<file path="src/rtl/bus_transfer_sequencer_pkg.sv">
// rtl/bus_transfer_sequencer_pkg.sv - shared bus code map, legality masks and sequencer states
package bus_transfer_sequencer_pkg;

  // 5-bit bus codes; R0..R15 occupy codes 0..15
  localparam logic [4:0] CODE_R0      = 5'd0;
  localparam logic [4:0] CODE_R15     = 5'd15;
  localparam logic [4:0] CODE_HI      = 5'd16;
  localparam logic [4:0] CODE_LO      = 5'd17;
  localparam logic [4:0] CODE_ZHI     = 5'd18;
  localparam logic [4:0] CODE_ZLO     = 5'd19;
  localparam logic [4:0] CODE_PC      = 5'd20;
  localparam logic [4:0] CODE_MDR     = 5'd21;
  localparam logic [4:0] CODE_INPORT  = 5'd22;
  localparam logic [4:0] CODE_C       = 5'd23;
  localparam logic [4:0] CODE_Y       = 5'd24;
  localparam logic [4:0] CODE_MAR     = 5'd25;
  localparam logic [4:0] CODE_IR      = 5'd26;
  localparam logic [4:0] CODE_OUTPORT = 5'd27;

  // Sources: codes 0..24 may drive the bus
  localparam logic [31:0] LEGAL_SRC_MASK = 32'h01FF_FFFF;
  // Destinations: 0..17, PC, MDR, Y, MAR, IR, OutPort may be loaded
  localparam logic [31:0] LEGAL_DST_MASK = 32'h0F33_FFFF;

  typedef enum logic [2:0] {
    IDLE  = 3'd0,
    DRIVE = 3'd1,
    LOAD  = 3'd2,
    DONE  = 3'd3,
    ERR   = 3'd4
  } seqState_t;

  function automatic logic isLegalSrc(input logic [4:0] code);
    return LEGAL_SRC_MASK[code];
  endfunction

  function automatic logic isLegalDst(input logic [4:0] code);
    return LEGAL_DST_MASK[code];
  endfunction

endpackage

</file>
<file path="src/rtl/bus_transfer_sequencer_decoder.sv">
// rtl/bus_transfer_sequencer_decoder.sv - 5-to-32 one-hot decoder with enable
module decoder_5_to_32 (
  input  logic [4:0]  code,
  input  logic        enable,
  output logic [31:0] oneHot
);

  // Exactly one bit set when enabled, all zero otherwise
  always_comb begin
    oneHot = '0;
    if (enable) oneHot[code] = 1'b1;
  end

endmodule

</file>
<file path="src/rtl/bus_transfer_sequencer.sv">
// rtl/bus_transfer_sequencer.sv - sequences one bus register transfer per request
module bus_transfer_sequencer
  import bus_transfer_sequencer_pkg::*;
#(
  parameter int SETTLE_CYCLES = 1
) (
  input  logic        clk,
  input  logic        clear,
  input  logic        req_valid,
  input  logic [4:0]  req_src,
  input  logic [4:0]  req_dst,
  output logic        req_ready,
  output logic [31:0] src_out_en,
  output logic [31:0] dst_in_en,
  output logic        busy,
  output logic        xfer_done,
  output logic        xfer_err,
  output logic [7:0]  xfer_count
);

  seqState_t   state;
  seqState_t   nextState;
  logic [4:0]  srcCode;
  logic [4:0]  dstCode;
  logic [3:0]  settleCnt;
  logic        accept;
  logic        reqLegal;
  logic        srcActive;
  logic        dstActive;

  assign accept   = (state == IDLE) && req_valid;
  assign reqLegal = isLegalSrc(req_src) && isLegalDst(req_dst);

  // Enables decode only from registered state and captured codes, so reset
  // clearing the state register drops them asynchronously
  assign srcActive = (state == DRIVE) || (state == LOAD);
  assign dstActive = (state == LOAD);

  decoder_5_to_32 srcDecoder (
    .code   (srcCode),
    .enable (srcActive),
    .oneHot (src_out_en)
  );

  decoder_5_to_32 dstDecoder (
    .code   (dstCode),
    .enable (dstActive),
    .oneHot (dst_in_en)
  );

  assign req_ready = (state == IDLE);
  assign busy      = (state != IDLE);
  assign xfer_done = (state == DONE);
  assign xfer_err  = (state == ERR);

  // State register
  always_ff @(posedge clk or negedge clear) begin
    if (!clear) state <= IDLE;
    else        state <= nextState;
  end

  // Next-state: legality is judged on the live request only at acceptance
  always_comb begin
    nextState = state;
    case (state)
      IDLE:    if (req_valid) nextState = reqLegal ? DRIVE : ERR;
      DRIVE:   if (settleCnt <= 4'd1) nextState = LOAD;
      LOAD:    nextState = DONE;
      DONE:    nextState = IDLE;
      ERR:     nextState = IDLE;
      default: nextState = IDLE;
    endcase
  end

  // Capture codes at acceptance and run the settle countdown while driving
  always_ff @(posedge clk or negedge clear) begin
    if (!clear) begin
      srcCode   <= '0;
      dstCode   <= '0;
      settleCnt <= '0;
    end else if (accept) begin
      srcCode   <= req_src;
      dstCode   <= req_dst;
      settleCnt <= reqLegal ? 4'(SETTLE_CYCLES) : 4'd0;
    end else if (state == DRIVE && settleCnt != 4'd0) begin
      settleCnt <= settleCnt - 4'd1;
    end
  end

  // Completed-transfer counter, saturating at 255
  always_ff @(posedge clk or negedge clear) begin
    if (!clear)                                 xfer_count <= '0;
    else if (state == DONE && xfer_count != 8'hFF) xfer_count <= xfer_count + 8'd1;
  end

endmodule

</file>
<file path="config.mk">
export PLATFORM = sky130hd
export DESIGN_NAME = bus_transfer_sequencer
export DESIGN_NICKNAME = d
export VERILOG_FILES = /design/src/rtl/bus_transfer_sequencer_pkg.sv /design/src/rtl/bus_transfer_sequencer_decoder.sv /design/src/rtl/bus_transfer_sequencer.sv
export SDC_FILE = /design/constraint.sdc
export NUM_CORES = 1
export LEC_CHECK = 0
export BUFFER_PORTS_ARGS = -buffer_cell sky130_fd_sc_hd__buf_2
export CAP_MARGIN = 40
export CELL_PAD_IN_SITES_DETAIL_PLACEMENT = 0
export CELL_PAD_IN_SITES_GLOBAL_PLACEMENT = 1
export CORE_ASPECT_RATIO = 0.6
export CORE_MARGIN = 1
export CORE_UTILIZATION = 33
export CTS_CLUSTER_SIZE = 14
export DETAILED_ROUTE_END_ITERATION = 16
export GPL_TIMING_DRIVEN = 0
export HOLD_SLACK_MARGIN = 0.02
export MAX_ROUTING_LAYER = met4
export PLACE_DENSITY_LB_ADDON = 0.1
export SLEW_MARGIN = 20
export SYNTH_ARGS = -nofsm -noshare
export SYNTH_HDL_FRONTEND = slang
export SYNTH_SLANG_ARGS = --single-unit
</file>
<file path="constraint.sdc">
create_clock -name clk -period 4.4 [get_ports clk]
set_clock_uncertainty 0.15 [all_clocks]
set_input_delay 0.22 -clock clk [delete_from_list [all_inputs] [get_ports clk]]
set_output_delay 0.22 -clock clk [all_outputs]
set_load 0.1 [all_outputs]
</file>
### Yosys cells after proc, flatten, opt, wreduce, memory -nomap -nowiden

Memories as Yosys holds them, arrays and structs flattened.
Index checks and enable logic that the tools add are counted.

| cells by class | value |
|---|---|
| add/sub/neg operators | 2 |
| order comparisons | 7 |
| equality and inequality tests | 7 |
| mux-type cells | 15 |
| reduce and logical (&&, ||, !) cells | 12 |

Operator list:

| cell | count |
|---|---|
| 2-to-1 mux 32 bit | 2 |
| less-than comparator 5 x 6 -> 1 bit (second input constant) | 4 |
| demux 1 bit (select 5 bit) | 2 |
| greater-or-equal comparator 5 x 1 -> 1 bit (second input constant) | 2 |
| 2-to-1 mux 3 bit | 3 |
| case mux 3 bit (3 select lines) | 1 |
| adder 8 x 1 -> 8 bit (second input constant) | 1 |
| 2-to-1 mux 4 bit | 2 |
| inequality test 8 bit (second input constant) | 1 |
| equality test 3 x 2 -> 1 bit (second input constant) | 2 |
| logical AND 1 bit | 6 |
| 2-to-1 mux 1 bit | 5 |
| <= comparator 4 x 1 -> 1 bit (second input constant) | 1 |
| nonzero test 4 bit | 1 |
| subtractor 4 x 1 -> 4 bit (second input constant) | 1 |
| equality test 3 x 1 -> 1 bit (second input constant) | 1 |
| equality test 3 bit (second input constant) | 1 |
| zero test 3 bit | 1 |
| nonzero test 3 bit | 1 |
| inequality test 2 x 1 -> 1 bit (second input constant) | 1 |
| inequality test 2 bit (second input constant) | 1 |
| AND reduction 2 bit | 1 |
| nonzero test 2 bit | 1 |
| logical OR 1 bit | 1 |

| word-level totals | value |
|---|---|
| flip-flop bits (word level) | 25 |
| ROM bits | 64 |
| input port bits | 13 |
| output and inout port bits | 76 |
| word-level logic and storage cells | 50 |
| memories | 2 |

Memories:

| name | depth | bits a word | read ports | clocked after Yosys merged registers in | write ports | RTL line | RTL |
|---|---|---|---|---|---|---|---|
| (no name shown) | 32 | 1 | 1 | 0 | 0 | bus_transfer_sequencer_pkg.sv:38 | `return LEGAL_DST_MASK[code];` |
| (no name shown) | 32 | 1 | 1 | 0 | 0 | bus_transfer_sequencer_pkg.sv:34 | `return LEGAL_SRC_MASK[code];` |

### Logic depth before layout (Yosys ltp)

Gate-level depths: netlist of the first run.

| logic depth | value |
|---|---|
| depth after elaboration | 6 |
| gate-level depth with buffers | 6 |
| gate-level depth less buffers | 6 |

### Cells and area by module

Synthesis of the first run repeated with hierarchy kept, for this count alone.

| unflattened totals | value |
|---|---|
| cell total of the unflattened synthesis | 206 |
| area, all modules | 1717.9 um^2 |

By module, submodules not included:

| module | times used | cells an instance | area an instance (um^2) | sequential area each (um^2) |
|---|---|---|---|---|
| bus_transfer_sequencer | 1 | 112 | 1257.5 | 625.6 |
| decoder_5_to_32 | 2 | 47 | 230.2 | 0.0 |

### Least setup slack after synthesis of the first run

OpenSTA, ideal clock, no wires.

| timing path | value |
|---|---|
| kind | flip-flop to output port |
| start | register state[1] |
| end | output busy |
| arrival | 3987 ps |
| data required time | 4030 ps |
| slack | 43 ps |
| stages on the path, launching flop included | 4 |
| path buffers | 1 |
| path through | dfrtp_1 > buf_2 > nor3_1 > inv_1 |

| between the ends | value |
|---|---|
| longest elaborated chain between the ends | 1 |

RTL lines:

| item | RTL line | RTL |
|---|---|---|
| start, declared | bus_transfer_sequencer.sv:21 | `seqState_t state;` |
| start signal, assigned | bus_transfer_sequencer.sv:59 | `else state <= nextState;` |
| nonzero test 3 bit | bus_transfer_sequencer.sv:52 | `assign busy = (state != IDLE);` |
| end, declared | bus_transfer_sequencer.sv:15 | `output logic busy,` |

No other way between the ends.

### Final worst setup path of the first run

| timing path | value |
|---|---|
| start | register state[0] |
| end | output dst_in_en[28] |

| between the ends | value |
|---|---|
| longest elaborated chain between the ends | 2 |

RTL lines:

| item | RTL line | RTL |
|---|---|---|
| equality test 3 x 2 -> 1 bit | bus_transfer_sequencer.sv:37 | `assign dstActive = (state == LOAD);` |
| 2-to-1 mux 32 bit | bus_transfer_sequencer_decoder.sv:11 | `if (enable) oneHot[code] = 1'b1;` |
| end, declared | bus_transfer_sequencer.sv:14 | `output logic [31:0] dst_in_en,` |

No other way between the ends.

==> summary.txt, run 1 <==
Worst ir drop on vdd -> 0.303 mV
TritonCTS Sinks -> 25
Hold Violations, Final -> 0
WL final -> 4570 um
Area contributors post-synth -> dfrtp_1 (38%), nor2_1 (16%), nand2_1 (9.1%)
Mapped Avg Cell Area -> 7.54 um2
Chip Height -> 56.8 um
Max-Cap Viols -> 0
Critical-path maximum fanout -> 9
Routed len/inst -> 11.9 um
Final non-filler cell total -> 383
I/O Buffers -> 88
Drt initial violations -> 96
First-pass GRT wire length -> 7570 um
Critical Path AT -> 2.12 ns
RSZ-0062 raised after global routing -> false
TNS Setup -> 0 ns
Area Overhead vs Synth -> 39.6%
Reg clk slew, reported paths -> 0.08 ns
Pwr Density -> 706 nW/um2
Status -> finished, final reports clean
N_diodes -> 0
Vias per cell -> 4.64
Crit start category -> flip-flop
Leakage -> 1.21 nW
Placer Congestion -> 0.775
Hpwl dp -> 3470 um
Row count -> 19
Crit path launch -> state[0]
H-tree Lvls -> 1
Endpoint class of the critical path -> output port
Fin crit share -> 56.5%
Latest clock arrival within the worst-skew pair -> 0.26 ns
Critical R2R Launch -> xfer_count[0]
All-layer global routing usage -> 18.6%
Number of flops mapped to enable cells by yosys -> 0
End point of the critical path -> dst_in_en[28]
Clk buf depth -> 2
Reg2reg end -> xfer_count[1]
Chip width -> 93.3 um
Initial Util -> 35.3%
GRT overflow -> 0
FFs w/ async S/R, synth -> 100%
Hold WC Path Type -> in -> reg
Via count of the routed design -> 1776
Area of the multi-input gates -> 951 um2
Layout cells sized above 1 -> 32.2%
Worst slew pin tran -> 0.570 ns
Mapped Nets -> 236
Post-route core utilization -> 49.2%
Largest net degree at the start of global routing -> 26
Register bit total from synthesis -> 25
Cell with the most instances after synthesis -> nor2_1
Vias in the first global route -> 1565
Register-to-register setup slack -> 2.34 ns
Detail Route Antenna Nets -> 0
Residual DRC count -> 0
Nets -> 338
Clock root buffer -> clkbuf_8
Mapped Cells -> 219
Synth Cell Area -> 1650 um2
CTS buffer count -> 3
Top_reg_cell synth -> dfrtp_1
Synth warn -> 0
Kind of critical path -> reg -> out
Drt pass-1 iters -> 4
TritonCTS clock tree -> built
Sequential Area -> 626 um2
Setup-failing EPs final -> 0
Tmin final -> 2.49 ns
Placed insts -> 370
Path depth of the worst reg2reg path -> 4
I/O pins -> 89
Post-DP Area -> 2170 um2
WP data required -> 4.03 ns
Post-synth cell types -> 40
Sequential share of the synthesized area -> 37.9%
Synth cell count leaders -> nor2_1 (72), nand2_1 (40), dfrtp_1 (25)
Initial antenna violation count -> 0
Area leader, netlist -> dfrtp_1
Total core area -> 4680 um2
FMAX -> 402 MHz
Overall Power -> 0.00163 W
Fin. max-slew vios -> 0
Filler instances -> 492
Rel. slew slack -> 62.0%
Final Cell Area -> 2310 um2
Post-synth top area share -> 37.9%
Die ar. -> 5300 um2
worst min path at each step:
| stage | start | to | slack [ns] | depth (start not counted) |
|---|---|---|---|---|
| finish | req_dst[4] | dstCode[4] | 0.03 | 3 |
| global route | req_src[0] | srcCode[0] | 0.05 | 3 |
| CTS | req_src[0] | srcCode[0] | 0.03 | 3 |
| detailed placement | clear | settleCnt[1] | 0.10 | 1 |
| global placement | clear | settleCnt[1] | 0.10 | 1 |
| floorplan | clear | dstCode[0] | -0.23 | 0 |
where the power goes:
group          switching, W  total (W)  internal [W]
combinational      0.000867    0.00111      0.000245
sequential        0.0000671   0.000382      0.000315
clock             0.0000705   0.000135     0.0000647
cells by family (layout without fill, tap and decap cells):
| kind of cell | count (synthesis) | in the layout | synth area share (%) |
|---|---|---|---|
| compound gates | 13 | 13 | 6.74 |
| buf+inv | 17 | 118 | 4.54 |
| flops | 25 | 25 | 37.9 |
| simple gates | 148 | 148 | 41.1 |
| mux | 3 | 3 | 1.97 |
| xor+xnor | 9 | 9 | 4.77 |
| fa+ha+maj | 4 | 4 | 3.03 |
timing repair:
item	CTS	global route
gates resized for setup	0	0
buffers inserted	0	0
hold buffers	9	0
endpoints found under the hold margin	33	0
layout make-up:
type,instances,area share [%]
buffer,12,2.44
clock buffer,4,1.95
inverter,5,0.814
multi-input combinational,177,41.2
sequential,25,27.1
tap,63,3.42
timing repair buffer,97,23.0
state kept, by name, indices dropped and copies added (netlist names):
| register | flops |
|---|---|
| xfer_count | 8 |
| dstCode | 5 |
| srcCode | 5 |
| settleCnt | 4 |
| state | 3 |
per-layer routing:
| layer | vias up | GRT usage [%] | share of wire, % |
|---|---|---|---|
| met1 | 802 | 26.8 | 53 |
| met5 | - | - | 0 |
| met2 | 51 | 27.7 | 42 |
| met4 | 0 | 1.32 | 0.17 |
| met3 | 2 | 4.20 | 5.0 |
| li1 | 921 | - | - |
layout by cell type, fill, tap and decap left out, drive strengths merged, types with 3 or more instances in the layout:
cell and instances:
a21oi 3, and3 3, buf 96, clkbuf 8, dfrtp 25, dlygate4sd3 9, ha 4, inv 5
nand2 40, nand2b 3, nand3 4, nand3b 7, nand4 4, nor2 73, or3b 3, xnor2 7
per-stage QoR:
step	setup WS [ns]	hold WS, ns
after floorplan	0.0433	-0.226
after global placement	2.21	0.104
after detailed placement	2.20	0.100
after CTS	1.90	0.0254
after global routing	1.81	0.0454
final	1.91	0.0313
worst max-delay path, cell delays in order, from the launching register on:
cell     delay, ns
dfrtp_1       0.36
buf_4         0.17
nor2_2        0.14
or4b_1        0.45
buf_2         0.18
nor2_1        0.11
buf_2         0.43
Power figures use the tool's default switching activity.
==> inputs of run 2 (changes only) <==
- CORE_UTILIZATION: 33 -> 30
- clock period: 4.4 -> 2.55 ns (I/O delays scaled with it)
==> run 2 against run 1 <==
  * The flow now finishes with violations (DRC)
  * Clock power rose by 83%
  * Via count rose by 1.1%
  * Critical path depth fell by 1
  * Flip-flop and latch count did not move
  * Worst setup slack got worse by 1.8 ns
==> summary.txt, run 2 (same netlist as run 1, synthesis figures left out) <==
Hpwl dp -> 3850 um (was 3470 um)
Via count of the routed design -> 1795 (was 1776)
Sequential Area -> 626 um2 (unchanged)
Fin. max-slew vios -> 0 (unchanged)
Hold WC Path Type -> in -> reg (unchanged)
Chip Height -> 59.5 um (was 56.8 um)
Initial antenna violation count -> 0 (unchanged)
I/O pins -> 89 (unchanged)
Crit start category -> flip-flop (unchanged)
Fin crit share -> 95.7%
Status -> finished with violations (was finished, final reports clean)
Reg clk slew, reported paths -> 0.09 ns (was 0.08 ns)
TritonCTS clock tree -> built (unchanged)
Most frequent cells in the layout -> buf_2 (89), nor2_1 (54), nand2_1 (40) (was buf_2 (91), nor2_1 (72), nand2_1 (40))
Latest clock arrival within the worst-skew pair -> 0.28 ns (was 0.26 ns)
RSZ-0062 raised after global routing -> false (unchanged)
Largest net degree at the start of global routing -> 26 (unchanged)
N_diodes -> 0 (unchanged)
Drt pass-1 iters -> 11 (was 4)
Vias per cell -> 4.63 (was 4.64)
Hold Violations, Final -> 0 (unchanged)
Pwr Density -> 1210 nW/um2 (was 706 nW/um2)
TritonCTS Sinks -> 25 (unchanged)
Max-Cap Viols -> 0 (unchanged)
Critical-path maximum fanout -> 8 (was 9)
Rel. slew slack -> 60.8% (was 62.0%)
Worst slew pin tran -> 0.587 ns (was 0.570 ns)
Detail Route Antenna Nets -> 0 (unchanged)
Hold WS -> 0.0512 ns (was 0.0313 ns)
I/O Buffers -> 88 (unchanged)
Kind of critical path -> reg -> out (unchanged)
Top flop regs -> xfer_count x8, dstCode x5, srcCode x5 (unchanged)
Vias in the first global route -> 1574 (was 1565)
Routed len/inst -> 12.8 um (was 11.9 um)
Endpoint class of the critical path -> output port (unchanged)
GRT busiest layer -> met1 (was met2)
Final worst slack -> 0.110 ns (was 1.91 ns)
Commonest non-fill, non-tap cell in the layout -> buf_2 (unchanged)
Chip width -> 97.8 um (was 93.3 um)
Die ar. -> 5820 um2 (was 5300 um2)
Crit path cell chain -> nor2_2, or4b_1, buf_2, nor2_1, buf_2 (was buf_4, nor2_2, or4b_1, buf_2, nor2_1, buf_2)
Met1 Resource Use GR -> 26.0% (was 26.8%)
Total core area -> 5180 um2 (was 4680 um2)
FMAX -> 410 MHz
Nets -> 340 (was 338)
Failing checks -> DRC
Max reg flops -> 8 (unchanged)
Overall Power -> 0.00290 W (was 0.00163 W)
Post-route core utilization -> 46.3% (was 49.2%)
WL final -> 4970 um (was 4570 um)
Setup Slack @ Placement -> 0.421 ns (was 2.20 ns)
Setup-failing EPs final -> 0 (unchanged)
Critical Path AT -> 2.16 ns (was 2.12 ns)
First-pass GRT wire length -> 7730 um (was 7570 um)
Clock root buffer -> clkbuf_8 (unchanged)
Tmin final -> 2.44 ns
Leakage -> 1.22 nW (was 1.21 nW)
Grt met3 use -> 3.30% (was 4.20%)
All-layer global routing usage -> 17.4% (was 18.6%)
Filler instances -> 534 (was 492)
Area of the multi-input gates -> 1010 um2 (was 951 um2)
Residual DRC count -> 6 (was 0)
Top reg by flops -> xfer_count (unchanged)
H-tree Lvls -> 1 (unchanged)
M2 GR Usage -> 24.7% (was 27.7%)
Drt initial violations -> 91 (was 96)
Setup Fix Bufs, Post-CTS -> 0 (unchanged)
Initial Util -> 31.9% (was 35.3%)
Placer Congestion -> 0.728 (was 0.775)
WP data required -> 2.27 ns (was 4.03 ns)
CP peak stage delay -> 0.51 ns (was 0.45 ns)
Final non-filler cell total -> 388 (was 383)
Area Overhead vs Synth -> 45.2% (was 39.6%)
Placed insts -> 373 (was 370)
Clk buf depth -> 2 (unchanged)
Worst ir drop on vdd -> 1.27 mV (was 0.303 mV)
Crit-path slowest cell -> dfrtp_1 (was or4b_1)
Most frequent CP cell -> buf_2 (unchanged)
GRT overflow -> 0 (unchanged)
CTS buffer count -> 3 (unchanged)
Layout cells sized above 1 -> 38.5% (was 32.2%)
Row count -> 20 (was 19)
-- run 2: path summary, 6_finish.rpt --
kind / end / slack (ns) / depth (start not counted) / from
hold reg to reg: settleCnt[3] / 0.33 / 1 / settleCnt[3]
hold / removal: state[2] / 0.05 / 3 / req_valid
setup / recovery: dst_in_en[28] / 0.11 / 5 / state[2]
setup reg to reg: xfer_count[1] / 0.53 / 4 / xfer_count[0]
max in group asynchronous: srcCode[0] / 1.63 / 2 / clear
min in group asynchronous: settleCnt[2] / 0.23 / 2 / clear
-- run 2: metal layers --
metal,up-vias,share of wire (%)
met5,-,0
met4,0,0.18
met3,2,4.2
met2,33,42
met1,839,54
li1,921,-
-- run 2: layout make-up --
type / instances / share of cell area, %
Buffer: 12 / 2.35
Clock buffer: 3 / 1.72
Clock inverter: 1 / 0.209
Inverter: 5 / 0.783
Multi-Input combinational cell: 177 / 42.2
Sequential cell: 25 / 26.1
Tap cell: 66 / 3.44
Timing Repair Buffer: 99 / 23.2
-- run 2: worst max-delay path: cells and delay by family, from the launching register on --
family                 cells  cell delay [ns]
DFF                        1             0.51
buffers and inverters      2             0.62
and+or+nand+nor            3             0.76
-- run 2: timing repair --
item,CTS,global route
hold buffers,11,0
hold endpoints to repair,35,0
gates resized for setup,0,2
setup endpoints to repair,0,2
-- run 2: metrics by stage --
stage / cell area [um2] / setup TNS [ns]
global placement: 2240 / 0
detailed placement: 2240 / 0
floorplan: 1710 / -1.87
global route: 2400 / 0
CTS: 2390 / 0
finish: 2400 / 0
-- run 2: where the power goes --
part           internal, W  leakage, nW  switching [W]
Clock             0.000110       0.0255       0.000138
Combinational     0.000439        0.877        0.00155
Sequential        0.000542        0.320       0.000116
==> inputs of run 3 (changes only) <==
- CORE_ASPECT_RATIO: 0.6 -> 0.8
==> run 3 against run 2 <==
  * The run still ends with DRC left
  * Utilization up 0.31 points
  * Flip-flop and latch count unchanged
  * Die area down 0.14%
  * Power down 0.37%
  * Worst hold slack worse by 0.0030 ns
  * Wire length down 7.1%
  * Clock power about the same
  * First-iteration DRC count up 2.2%
  * Maximum frequency up 1.5%
  * Critical path type unchanged
  * Largest cell class unchanged
==> summary.txt, run 3 (same netlist as run 1, synthesis figures left out) <==
Status -> finished with violations (unchanged)
Critical Path AT -> 2.13 ns (was 2.16 ns)
I/O Buffers -> 88 (unchanged)
Tmin final -> 2.40 ns (was 2.44 ns)
CP peak stage delay -> 0.49 ns (was 0.51 ns)
Crit start category -> flip-flop (unchanged)
Top flop regs -> xfer_count x8, dstCode x5, srcCode x5 (unchanged)
Endpoint class of the critical path -> output port (unchanged)
Sequential power share -> 22.8% (was 22.7%)
Hpwl dp -> 3510 um (was 3850 um)
All-layer global routing usage -> 16.8% (was 17.4%)
Hold Violations, Final -> 0 (unchanged)
Row count -> 23 (was 20)
Initial Util -> 32.1% (was 31.9%)
Worst ir drop on vdd -> 1.15 mV (was 1.27 mV)
TNS Setup -> 0 ns (unchanged)
Commonest non-fill, non-tap cell in the layout -> buf_2 (unchanged)
WL final -> 4610 um (was 4970 um)
N_diodes -> 0 (unchanged)
GRT overflow -> 0 (unchanged)
Kind of critical path -> reg -> out (unchanged)
TritonCTS Sinks -> 25 (unchanged)
Clk buf depth -> 2 (unchanged)
Final Cell Area -> 2400 um2 (about the same)
Clock share of power -> 8.6% (was 8.5%)
Post-route core utilization -> 46.6% (was 46.3%)
Setup Fix Bufs, Post-CTS -> 0 (unchanged)
Latest clock arrival within the worst-skew pair -> 0.28 ns (about the same)
Max reg flops -> 8 (unchanged)
Vias in the first global route -> 1537 (was 1574)
Crit path max-delay family -> simple AND/OR/NAND/NOR gates (unchanged)
Crit path cell chain -> nor2_2, or4b_1, buf_2, nor2_1, buf_2 (unchanged)
Clock root buffer -> clkbuf_8 (unchanged)
Largest net degree at the start of global routing -> 26 (unchanged)
RSZ-0062 raised after global routing -> false (unchanged)
Internal power -> 0.00109 W (about the same)
Pwr Density -> 1200 nW/um2 (was 1210 nW/um2)
Nets -> 340 (unchanged)
Fin crit share -> 94.2% (was 95.7%)
Max-Cap Viols -> 0 (unchanged)
Leakage -> 1.22 nW (about the same)
Reg clk slew, reported paths -> 0.09 ns (about the same)
Residual DRC count -> 8 (was 6)
I/O pins -> 89 (unchanged)
Hold WC Path Type -> in -> reg (unchanged)
Critical-path maximum fanout -> 8 (unchanged)
Fin. max-slew vios -> 0 (unchanged)
NetSw -> 0.00179 W (was 0.00181 W)
Chip Height -> 68.4 um (was 59.5 um)
Setup Slack @ Placement -> 0.437 ns (was 0.421 ns)
Crit-path slowest cell -> dfrtp_1 (unchanged)
Most frequent CP cell -> buf_2 (unchanged)
Initial antenna violation count -> 0 (unchanged)
TritonCTS clock tree -> built (unchanged)
FMAX -> 416 MHz (was 410 MHz)
First-pass GRT wire length -> 7380 um (was 7730 um)
Total core area -> 5150 um2 (was 5180 um2)
Hold Startpoint -> req_valid (unchanged)
Area Overhead vs Synth -> 45.3% (was 45.2%)
Failing checks -> DRC (unchanged)
Combinational power share -> 68.6% (was 68.7%)
Post-DP Area -> 2230 um2 (was 2240 um2)
CTS buffer count -> 3 (unchanged)
Layout cells sized above 1 -> 38.5% (unchanged)
Top reg by flops -> xfer_count (unchanged)
Critical R2R Launch -> xfer_count[0] (unchanged)
Crit path launch -> state[2] (unchanged)
Drt initial violations -> 93 (was 91)
Die ar. -> 5810 um2 (was 5820 um2)
Most frequent cells in the layout -> buf_2 (87), nor2_1 (54), nand2_1 (40) (was buf_2 (89), nor2_1 (54), nand2_1 (40))
Placer Congestion -> 0.775 (was 0.728)
Drt pass-1 iters -> 11 (unchanged)
Chip width -> 85.0 um (was 97.8 um)
Sw frac -> 62.1% (was 62.3%)
Routed len/inst -> 12.0 um (was 12.8 um)
Detail Route Antenna Nets -> 0 (unchanged)
H-tree Lvls -> 1 (unchanged)
Via count of the routed design -> 1811 (was 1795)
CP Buf/Inv Count -> 2 (unchanged)
Vias per cell -> 4.72 (was 4.63)
Setup-failing EPs final -> 0 (unchanged)
WP data required -> 2.27 ns (about the same)
Worst slew pin tran -> 0.573 ns (was 0.587 ns)
Final worst slack -> 0.147 ns (was 0.110 ns)
Rel. slew slack -> 61.8% (was 60.8%)
## run 3: changes by cell type in the layout (fill, tap and decap cells not counted)
cell | before | now
clkinvlp_4 | 0 | 1
clkbuf_4 | 2 | 4
clkinv_2 | 1 | 0
buf_2 | 89 | 87
## run 3: worst register-to-register path: stages, from the launching register on
cell and delay, ns:
dfrtp_1 0.42, ha_1 0.22, and3_1 0.23, a311oi_4 0.50, mux2_2 0.39
## run 3: final timing paths
check / to / slack [ns] / depth (start not counted)
max in group asynchronous: srcCode[3] / 1.65 / 2
max reg2reg: xfer_count[1] / 0.53 / 4
max: dst_in_en[16] / 0.15 / 5
min in group asynchronous: xfer_count[3] / 0.22 / 2
min reg2reg: settleCnt[3] / 0.35 / 1
min: state[2] / 0.05 / 3
## run 3: timing repair
item,CTS,global route
hold endpoints to repair,35,0
hold buffers,11,0
resized for setup,0,4
endpoints found under the setup margin,0,4
## run 3: through the flow
step           instances  total power, W  hold WS [ns]
6_report             384         0.00289        0.0481
5_1_grt              384         0.00309        0.0700
3_5_place_dp         369         0.00264        0.0128
3_3_place_gp         369         0.00262        0.0151
4_1_cts              384         0.00291        0.0453
2_1_floorplan        219         0.00231        -0.318
## run 3: power by group through the flow
stage | Sequential [W] | Clock (W) | Combinational (W)
final | 0.000658 | 0.000247 | 0.00198
after CTS | 0.000660 | 0.000258 | 0.00199
after global placement | 0.000663 | 0 | 0.00196
after global routing | 0.000682 | 0.000274 | 0.00213
after detailed placement | 0.000666 | 0 | 0.00197
after floorplan | 0.000878 | 0 | 0.00143
## run 3: layout make-up
class	instances	area, um2
flip-flops and latches	25	626
plain buffers	12	56.3
multi-input cells	177	1010
well taps	62	77.6
fillers	527	2750
clock buffers	3	41.3
repair buffers	99	561
clock inverters	1	7.51
inverters	5	18.8
## run 3: routing by layer
| metal | global-route usage (%) | vias up | part of all wire, % |
|---|---|---|---|
| met5 | - | - | 0 |
| met4 | 3.81 | 0 | 0.67 |
| met3 | 3.02 | 4 | 5.3 |
| met2 | 26.9 | 58 | 45 |
| met1 | 22.2 | 831 | 49 |
| li1 | - | 918 | - |
